### src/rtl/piso_serializer8_if.sv
// Word-load / serial-out bundle for piso_serializer8.
// master = word producer and bit consumer, slave = serializer.
interface piso_serializer8_if #(
    parameter int WIDTH = 8
);
    logic [WIDTH-1:0] data_in;
    logic             load_valid;
    logic             load_ready;
    logic             dout;
    logic             dout_valid;
    logic             busy;
    logic             done;

    modport master (
        output data_in,
        output load_valid,
        input  load_ready,
        input  dout,
        input  dout_valid,
        input  busy,
        input  done
    );

    modport slave (
        input  data_in,
        input  load_valid,
        output load_ready,
        output dout,
        output dout_valid,
        output busy,
        output done
    );
endinterface

### src/rtl/piso_serializer8.sv
// Parallel-in/serial-out word serializer with zero-gap streaming.
// Define PISO_PARITY_EN to append an even-parity bit to every word.
module piso_serializer8 #(
    parameter int WIDTH     = 8,
    parameter bit MSB_FIRST = 1'b1
) (
    input  logic                clk,
    input  logic                reset,
    piso_serializer8_if.slave   bus
);
`ifdef PISO_PARITY_EN
    localparam int FRAME = WIDTH + 1;
`else
    localparam int FRAME = WIDTH;
`endif
    localparam int CW = $clog2(FRAME);

    typedef enum logic {
        IDLE,
        SHIFT
    } state_t;

    state_t           state;
    logic [FRAME-1:0] sreg;
    logic [FRAME-1:0] frame_w;
    logic [FRAME-1:0] sreg_nxt;
    logic [CW-1:0]    bit_cnt;
    logic             last;
    logic             take;

    assign last = (state == SHIFT) && (bit_cnt == CW'(FRAME - 1));
    assign take = bus.load_valid && bus.load_ready;

    // Parity sits at the far end of the frame so it leaves last.
    always_comb begin
        frame_w = '0;
`ifdef PISO_PARITY_EN
        if (MSB_FIRST)
            frame_w = {bus.data_in, ^bus.data_in};
        else
            frame_w = {^bus.data_in, bus.data_in};
`else
        frame_w = bus.data_in;
`endif
    end

    always_comb begin
        sreg_nxt = '0;
        if (MSB_FIRST)
            sreg_nxt = {sreg[FRAME-2:0], 1'b0};
        else
            sreg_nxt = {1'b0, sreg[FRAME-1:1]};
    end

    always_ff @(posedge clk or negedge reset) begin
        if (!reset) begin
            state   <= IDLE;
            sreg    <= '0;
            bit_cnt <= '0;
        end else if (take) begin
            state   <= SHIFT;
            sreg    <= frame_w;
            bit_cnt <= '0;
        end else if (state == SHIFT) begin
            if (last) begin
                state   <= IDLE;
                sreg    <= '0;
                bit_cnt <= '0;
            end else begin
                sreg    <= sreg_nxt;
                bit_cnt <= bit_cnt + CW'(1);
            end
        end
    end

    assign bus.load_ready = (state == IDLE) || last;
    assign bus.busy       = (state == SHIFT);
    assign bus.dout_valid = (state == SHIFT);
    assign bus.done       = last;
    assign bus.dout       = (state == SHIFT) &&
                            (MSB_FIRST ? sreg[FRAME-1] : sreg[0]);
endmodule

### src/flat_wrapper.sv
// flat-port wrapper written by rule: the top's interface ports become plain ports
module piso_serializer8_flat 
#(
    parameter int WIDTH     = 8,
    parameter bit MSB_FIRST = 1'b1
)
  (clk, reset, bus_data_in, bus_load_valid, bus_load_ready, bus_dout, bus_dout_valid, bus_busy, bus_done);
  piso_serializer8_if #(.WIDTH(WIDTH)) bus_i ();
  input  logic clk;
  input  logic reset;
  input wire logic [$bits(bus_i.data_in)-1:0] bus_data_in;
  input wire logic [$bits(bus_i.load_valid)-1:0] bus_load_valid;
  output wire logic [$bits(bus_i.load_ready)-1:0] bus_load_ready;
  output wire logic [$bits(bus_i.dout)-1:0] bus_dout;
  output wire logic [$bits(bus_i.dout_valid)-1:0] bus_dout_valid;
  output wire logic [$bits(bus_i.busy)-1:0] bus_busy;
  output wire logic [$bits(bus_i.done)-1:0] bus_done;
  assign bus_i.data_in = bus_data_in;
  assign bus_i.load_valid = bus_load_valid;
  assign bus_load_ready = bus_i.load_ready;
  assign bus_dout = bus_i.dout;
  assign bus_dout_valid = bus_i.dout_valid;
  assign bus_busy = bus_i.busy;
  assign bus_done = bus_i.done;
  piso_serializer8 #(.WIDTH(WIDTH), .MSB_FIRST(MSB_FIRST)) u_core (.clk(clk), .reset(reset), .bus(bus_i));
endmodule
### config.mk
export PLATFORM = sky130hd
export DESIGN_NAME = piso_serializer8_flat
export DESIGN_NICKNAME = d
export VERILOG_FILES = /design/src/rtl/piso_serializer8_if.sv /design/src/rtl/piso_serializer8.sv /design/src/flat_wrapper.sv
export SDC_FILE = /design/constraint.sdc
export NUM_CORES = 1
export LEC_CHECK = 0
export ABC_AREA = 0
export BUFFER_PORTS_ARGS = -buffer_cell sky130_fd_sc_hd__buf_2
export CAP_MARGIN = 20
export CORE_AREA = 8 8 45 47
export DETAILED_ROUTE_END_ITERATION = 10
export DIE_AREA = 0 0 53 55
export PLACE_DENSITY = 0.77
export SLEW_MARGIN = 30
export SYNTH_ARGS = -nofsm -noshare
export SYNTH_HDL_FRONTEND = slang
export SYNTH_SLANG_ARGS = --single-unit
### constraint.sdc
create_clock -name clk -period 2.5 [get_ports clk]
set_input_delay 0.5 -clock clk [delete_from_list [all_inputs] [get_ports clk]]
set_output_delay 0.5 -clock clk [all_outputs]
set_load 0.02 [all_outputs]
Yosys cells after proc, flatten, opt, wreduce, memory -nomap -nowiden
Cells that the tools add are included.

operators by class
  multiplexer cells = 9
  reductions and logical operators = 5
  bitwise operators = 1
  add/subtract/negate cells = 1
  equal/unequal tests = 1

operator list
  cell                   number
  $mux W8                3
  $mux W3                3
  $add A3 B1 Y3 const B  1
  $eq A3 B3 Y1 const B   1
  $logic_and A1 B1 Y1    3
  $mux W1                3
  $reduce_bool A2 Y1     1
  $logic_or A1 B1 Y1     1
  $not A1 Y1             1

word-level totals
  bits in registers = 12
  output and inout bits = 5

Longest topological paths before layout
Gate-level depths: netlist (run 1).

  word-level depth = 5
  gate-level depth with buffers = 6
  mapped depth without buffers = 5

Least setup slack after synthesis (run 1)
No wires, ideal clock.

  path type = register -> output
  start = register u_core.bit_cnt[0]
  end = output port bus_load_ready
  cell stages (with the launch flop) = 6
  data required time = 2.000 ns
  arrival time = 1.109 ns
  setup slack = 0.891 ns
  cells stage by stage = dfrtp_1 > ha_1 > ha_1 > buf_6 > nor2b_4 > inv_4

between the ends
  cells in the longest elaborated chain, start to end = 3

ends and longest elaborated chain
  what                    line                    source
  start, declared         piso_serializer8.sv:27  logic [CW-1:0] bit_cnt;
  start signal, assigned  piso_serializer8.sv:71  bit_cnt <= bit_cnt + CW'(1);
  $eq A3 B3 Y1            piso_serializer8.sv:31  assign last = (state == SHIFT) && (bit_cnt == CW'(FRAME - 1));
  $logic_and A1 B1 Y1     piso_serializer8.sv:31
  $logic_or A1 B1 Y1      piso_serializer8.sv:76  assign bus.load_ready = (state == IDLE) || last;
  end, declared           flat_wrapper.sv:13      output wire logic [$bits(bus_i.load_ready)-1:0] bus_load_ready;

Every way passes these cells.

Worst setup path in the final report (run 1)
Same ends and word-level chain as after synthesis.

==> run metrics, run 1 <==
status=finished clean; leak pwr=0.372 nW; Clock Tree Buf Depth=2; Reg clk slew, reported paths=0.07 ns; Critical Path RT=2.00 ns; clk_lat worst skew=0.27 ns; ys async rst share=1.00; min Tclk post-route=2.18 ns; io pins=16; WL/cell=14.6 µm; Fmax=459 MHz; post-DP HPWL=938 µm; first-pass GRT wire length=2120 µm; clk root buf=clkbuf_4; count of final setup violators=0; die span in x=53 µm; dominant synthesized flop cell=dfrtp_1; CP arrival=1.68 ns; Worst Path Max Fanout=10; worst-margin pin slew=0.410 ns; Post-synth EDFFs=0; fillers=126; maximum VDD drop=0.541 mV; hold buffers post-CTS=0; Routability Congestion=0.712; Ys Warns=0; Pwr Density=1010 mW/mm²; pin count of the biggest net entering global routing=19; Setup crit end kind=output pin; RSZ-0062 raised after global routing=false; CTS buffer count=3; Total Wirelength=1300 µm; max_cap viols=0; die area=0.00292 mm²; library cells used by synthesis=18; layout cell share with drive strength beyond 1=0.397; Detailed Routing Iterations Pass 1=4; FF+latch count, synth=12; setup repair bufs after CTS=0; ANT cells=0; CTS tree=yes; Rel. slew slack=0.727; share of the yosys chip area belonging to registers=0.424; final hold violations=0; Max Slew Vio Count=0; Via density=5.48; Syn Inst Count=59; total power=0.000788 W; Routed Antenna Nets=0; post-CTS resize count=0; Crit Path Class=flop to output pin; GRT Overall Usage=0.0984; Post-Synthesis Net Count=72; Core Area=0.00138 mm²; Worst Skew=0.000692 ns; DR DRC count=0; die height=55 µm; Starting Density=0.512; Seq. cell area=300 µm²; row cnt=14; Worst Hold Class=input pin to asynchronous set/reset pin; IO buf count=15; Syn-to-layout area delta=9.89%; vias in the first global route=469; startpoint types=flop; initial DRC count=12; nets@finish=88; crit share post-route=0.872; Mapped Area=708 µm²; multi-input combinational cell area=320 µm²; CTS sink count=12; syn_area_per_cell=12.0 µm²; remaining global-route overflow=0; initial antenna violation count=0; number of H-tree levels=1; Final TNS setup=0 ns; via count=488
## per-layer routing
metal  GRT usage  vias to the layer above  routed length, µm
met5           0                        -                  0
met4      0.0647                        0                 37
met3      0.0401                        5                102
met2       0.141                       13                587
met1       0.119                      230                574
li1            -                      240                  -
## kinds of logic after synthesis
| family | synth area share |
|---|---|
| muxes | 0.129 |
| buffers and inverters | 0.124 |
| DFF | 0.424 |
| and+or+nand+nor | 0.108 |
| adders and majority gates | 0.0353 |
| AOI/OAI and AO/OA | 0.180 |
## layout by cell type (no fill, tap or decap)
| cell | instances |
|---|---|
| mux2_2 | 1 |
| inv_1 | 7 |
| nand3_1 | 8 |
| and2_1 | 2 |
| mux2i_1 | 8 |
| dfrtp_1 | 12 |
| buf_2 | 15 |
| inv_4 | 1 |
| nor2b_4 | 1 |
| ha_1 | 2 |
| buf_4 | 1 |
| clkbuf_4 | 3 |
| a22o_1 | 2 |
| nor2_1 | 1 |
| o21ai_1 | 1 |
| o221ai_2 | 7 |
| nand2b_1 | 1 |
## power by group
| part | switching, W | leakage (nW) | total, W | internal (W) |
|---|---|---|---|---|
| Combinational | 0.000200 | 0.205 | 0.000368 | 0.000168 |
| Sequential | 0.0000366 | 0.153 | 0.000303 | 0.000266 |
| Clock | 0.0000616 | 0.0138 | 0.000117 | 0.0000558 |
## critical path, stage by stage (launching register included)
cell and delay [ns]:
dfrtp_1 0.39, ha_1 0.20, ha_1 0.33, nor2b_4 0.22
inv_4 0.10, buf_2 0.17
## final cells by class
| type | instances | share of cell area |
|---|---|---|
| sequential | 12 | 0.386 |
| clock buffer | 3 | 0.0289 |
| tap | 16 | 0.0257 |
| inverter | 8 | 0.0418 |
| timing repair buffer | 16 | 0.106 |
| multi-input combinational | 34 | 0.412 |
## synth_stat cells (all sizes together), types with 2 or more instances
library cell | instances | area (µm²)
dfrtp | 12 | 300
inv | 8 | 32.5
mux2i | 8 | 80.1
nand3 | 8 | 40.0
o221ai | 7 | 105
buf | 5 | 55.1
a22o | 2 | 17.5
and2 | 2 | 12.5
ha | 2 | 25.0
## per-stage QoR
step | utilization | cell area, µm² | setup WS [ns] | hold slack [ns] | instances
after global routing | 0.562 | 778 | 0.236 | 0.110 | 89
final | 0.562 | 778 | 0.319 | 0.0987 | 89
after CTS | 0.562 | 778 | 0.312 | 0.101 | 89
after detailed placement | 0.546 | 756 | 0.620 | 0.399 | 86
after global placement | 0.546 | 756 | 0.659 | 0.398 | 86
after floorplan | - | 708 | 0.891 | 0.204 | 59
## state kept, by name (all words and copies together), names as in the netlist
name             count
u_core.bit_cnt       3
u_core.bus.busy      1
u_core.sreg          8
## final timing paths
check,start,endpoint,slack [ns],cells past startpoint
setup / recovery,u_core.bit_cnt[0],bus_load_ready,0.32,5
hold / removal,reset,u_core.sreg[0],0.1,1
setup reg to reg,u_core.bit_cnt[0],u_core.sreg[2],1.01,5
hold reg to reg,u_core.bit_cnt[1],u_core.bit_cnt[1],0.51,1
max in group asynchronous,reset,u_core.sreg[5],2.18,1
min in group clk,bus_data_in[7],u_core.sreg[7],0.49,3
(Power assumes the default switching activity.)
==> run 2, diff against run 1 <==
--- a/config.mk
+++ b/config.mk
@@ -11,7 +11,7 @@
 export CORE_AREA = 8 8 45 47
 export DETAILED_ROUTE_END_ITERATION = 10
 export DIE_AREA = 0 0 53 55
-export PLACE_DENSITY = 0.77
+export PLACE_DENSITY = 0.79
 export SLEW_MARGIN = 30
 export SYNTH_ARGS = -nofsm -noshare
 export SYNTH_HDL_FRONTEND = slang
==> run 2 against run 1 <==
- wire length grew 4.0%
- combinational power shrank 1%
- clock-buffer cell count grew 1
- fmax grew 0.74%
- clock power grew 32%
- cell area grew 1.8%
- total power grew 5.1%
- hold slack lost 0.015 ns
- critical path type unchanged
==> run metrics, run 2 (synthesis results as in run 1) <==
status=finished clean; Worst Path Max Fanout=10; io pins=16; Clock Tree Buf Depth=2; row cnt=14; vias in the first global route=495; Syn-to-layout area delta=11.8%; remaining global-route overflow=0; Worst Skew=0.00126 ns; Final TNS setup=0 ns; commonest non-fill, non-tap cells in the layout=buf_2 (15), dfrtp_1 (12), mux2i_1 (8), nand3_1 (8); post-CTS resize count=0; pre-CTS setup slack=0.633 ns; Routed Antenna Nets=0; startpoint types=flop; leak pwr=0.379 nW; initial antenna violation count=0; crit path cell chain=ha_1 -> ha_1 -> nor2b_4 -> inv_4 -> buf_2; clk root buf=clkbuf_4; r2r setup slk=1.03 ns; layout cell share with drive strength beyond 1=0.405; hold buffers post-CTS=0; crit share post-route=0.866; ANT cells=0; Fmax=462 MHz; Min Hold Slack=0.0837 ns; WL/cell=15.0 µm; die span in x=53 µm; DR DRC count=0; CP arrival=1.66 ns; CTS sink count=12; final hold violations=0; most common cell after layout, fill and taps aside=buf_2; CP most frequent cell=ha_1; post-DP HPWL=1030 µm; Reg with most FFs=u_core.sreg; Core Area=0.00138 mm²; Pwr Density=1050 mW/mm²; initial DRC count=5; Largest stage delay, worst path=0.39 ns; Starting Density=0.512; Max Slew Vio Count=0; multi-input combinational cell area=320 µm²; Worst Hold Class=input pin to asynchronous set/reset pin; nets@finish=88; via count=492; CTS buffer count=3; Setup crit end kind=output pin; Critical Path RT=2.00 ns; RSZ-0062 raised after global routing=false; Layout Utilization=0.572; Slowest-stage cell, CP=dfrtp_1; Seq. cell area=300 µm²; die area=0.00292 mm²; Total Wirelength=1350 µm; GRT Overall Usage=0.107; setup repair bufs after CTS=0; maximum VDD drop=0.593 mV; Rel. slew slack=0.733; min Tclk post-route=2.16 ns; CTS tree=yes; Crit Path Class=flop to output pin; Setup WS post-layout=0.335 ns; worst-margin pin slew=0.400 ns; Via density=5.47; placed cells=86; clk_lat worst skew=0.28 ns; fillers=120; number of H-tree levels=1; max_cap viols=0; Largest register FFs=8; pin count of the biggest net entering global routing=19; Reg clk slew, reported paths=0.07 ns; Detailed Routing Iterations Pass 1=3; non-filler cells in the finished layout=90; first-pass GRT wire length=2210 µm; IO buf count=15; count of final setup violators=0; Routability Congestion=0.712; die height=55 µm
[run 2: cell types whose count changed in the layout (fill, tap and decap cells not counted), sizes merged]
cell | before | now
clkbuf | 3 | 4
[run 2: path summary, 6_finish.rpt]
path	start	to	depth (start not counted)
max in group asynchronous	reset	u_core.sreg[5]	1
min in group clk	bus_data_in[5]	u_core.sreg[5]	3
min	reset	u_core.bit_cnt[2]	1
min reg2reg	u_core.bit_cnt[1]	u_core.bit_cnt[1]	1
max	u_core.bit_cnt[0]	bus_load_ready	5
max reg2reg	u_core.bit_cnt[0]	u_core.sreg[6]	5
[run 2: routing by layer]
metal / routed length [µm] / global-route usage
met4: 48 / 0.0905
met3: 88 / 0.0374
met5: 0 / 0
met2: 640 / 0.154
met1: 575 / 0.124
[run 2: critical path, delay by kind of cell (launching register included)]
family,cells,cell delay (ns)
and+or+nand+nor,1,0.21
DFF,1,0.39
adders and majority gates,2,0.52
buffers and inverters,2,0.26
[run 2: stage by stage]
| stage | instance area (µm²) | total power [W] |
|---|---|---|
| after floorplan | 708 | 0.000605 |
| after global placement | 756 | 0.000666 |
| after detailed placement | 756 | 0.000682 |
| after CTS | 792 | 0.000841 |
| after global routing | 792 | 0.000893 |
| final | 792 | 0.000828 |
[run 2: power breakdown]
part / internal [W] / switching, W
combinational: 0.000168 / 0.000196
clock: 0.0000887 / 0.0000653
sequential: 0.000266 / 0.0000437
total: 0.000523 / 0.000305
[run 2: layout make-up]
class                      instances  area share
clock buffer                       4      0.0458
inverter                           8      0.0411
timing repair buffer              16       0.104
multi-input combinational         34       0.404
tap                               16      0.0253
sequential                        12       0.379
==> run 3, diff against run 2 <==
--- a/config.mk
+++ b/config.mk
@@ -12,6 +12,7 @@
 export DETAILED_ROUTE_END_ITERATION = 10
 export DIE_AREA = 0 0 53 55
 export PLACE_DENSITY = 0.79
+export RECOVER_POWER = 50
 export SLEW_MARGIN = 30
 export SYNTH_ARGS = -nofsm -noshare
 export SYNTH_HDL_FRONTEND = slang
==> run 3 against run 2 <==
- clock power about the same
- core utilization down 0.090 points
- fmax hardly changed
- flip-flop and latch count unchanged
- largest power group unchanged
==> run metrics, run 3 (synthesis results as in run 1) <==
pin count of the biggest net entering global routing=19; post-CTS resize count=0; startpoint types=flop; Buffers & Inverters on Critical Path=2; RSZ-0062 raised after global routing=false; leak pwr=0.377 nW; Crit Path Class=flop to output pin; r2r startpoint=u_core.bit_cnt[0]; post-DP HPWL=1030 µm; max_cap viols=0; initial antenna violation count=0; Slowest-stage cell, CP=dfrtp_1; hold buffers post-CTS=0; IO buf count=15; crit path cell chain=ha_1 -> ha_1 -> nor2b_4 -> inv_4 -> buf_2; setup repair bufs after CTS=0; Worst Skew=0.00126 ns; pre-CTS setup slack=0.633 ns; Critical Path RT=2.00 ns; Reg clk slew, reported paths=0.07 ns; clk_lat worst skew=0.28 ns; Routed Antenna Nets=0; CTS sink count=12; Reg with most FFs=u_core.sreg; Worst Hold Class=input pin to asynchronous set/reset pin; DR DRC count=0; most common cell after layout, fill and taps aside=buf_2; initial DRC count=4; Setup WS post-layout=0.336 ns; number of H-tree levels=1; Total Wirelength=1360 µm; min Tclk post-route=2.16 ns; Rel. slew slack=0.576; crit share post-route=0.866; count of final setup violators=0; Core Area=0.00138 mm²; maximum VDD drop=0.594 mV; commonest non-fill, non-tap cells in the layout=buf_2 (14), dfrtp_1 (12), mux2i_1 (8), nand3_1 (8); Setup crit end kind=output pin; Largest register FFs=8; Starting Density=0.512; r2r endpoint=u_core.sreg[6]; fillers=121; clk root buf=clkbuf_4; WL/cell=15.1 µm; final hold violations=0; Routability Congestion=0.712; Layout Utilization=0.571; CP arrival=1.66 ns; via count=493; layout cell share with drive strength beyond 1=0.392; row cnt=14; io pins=16; Final TNS setup=0 ns; worst-margin pin slew=0.635 ns; Fmax=462 MHz; Detailed Routing Iterations Pass 1=3; CTS buffer count=3; vias in the first global route=495; CP delay by family, top=adder cells; crit path to=bus_load_ready; Syn-to-layout area delta=11.7%; die height=55 µm; Worst Path Max Fanout=10; GRT Overall Usage=0.107; ANT cells=0; die area=0.00292 mm²; nets@finish=88; die span in x=53 µm; Pwr Density=1050 mW/mm²; status=finished clean; CP most frequent cell=ha_1; first-pass GRT wire length=2210 µm; Largest stage delay, worst path=0.39 ns; critical path launch point=u_core.bit_cnt[0]; Max Slew Vio Count=0; Clock Tree Buf Depth=2; r2r setup slk=1.03 ns; CP Depth=5; remaining global-route overflow=0; CTS tree=yes; Via density=5.48; R2R cell count=5
-- run 3: metal layers --
metal,track usage,vias to the layer above,routed length (µm)
met5,0,-,0
met4,0.0905,0,48
met3,0.0374,4,88
met2,0.154,10,642
met1,0.124,241,580
li1,-,238,-
-- run 3: area by class of cell --
| type | count | area [µm²] | area share |
|---|---|---|---|
| Tap cell | 16 | 20.0 | 0.0253 |
| Sequential cell | 12 | 300 | 0.380 |
| Timing Repair Buffer | 16 | 81.3 | 0.103 |
| Inverter | 8 | 32.5 | 0.0411 |
| Clock buffer | 4 | 36.3 | 0.0459 |
| Multi-Input combinational cell | 34 | 320 | 0.405 |
-- run 3: report_power, final --
part           leakage [nW]  internal (W)  switching, W  total, W
Combinational         0.203      0.000168      0.000196  0.000364
Sequential            0.153      0.000266     0.0000437  0.000310
Clock                0.0210     0.0000887     0.0000653  0.000154
Total                 0.377      0.000522      0.000305  0.000827
-- run 3: metrics by stage --
step                      cell area (µm²)  total power, W  std cells  hold slack, ns
after floorplan                       708        0.000605         59           0.204
after global placement                756        0.000666         86           0.390
after detailed placement              756        0.000682         86           0.391
after CTS                             792        0.000841         90          0.0844
after global routing                  791        0.000892         90           0.259
final                                 791        0.000827         90           0.210
-- run 3: worst min-delay path by stage --
stage,to,slack [ns],cells after the start
floorplan,u_core.bit_cnt[0],0.20,0
global placement,u_core.bit_cnt[0],0.39,1
detailed placement,u_core.bit_cnt[2],0.39,1
CTS,u_core.bit_cnt[2],0.08,1
global route,u_core.sreg[0],0.26,1
finish,u_core.bit_cnt[2],0.21,1
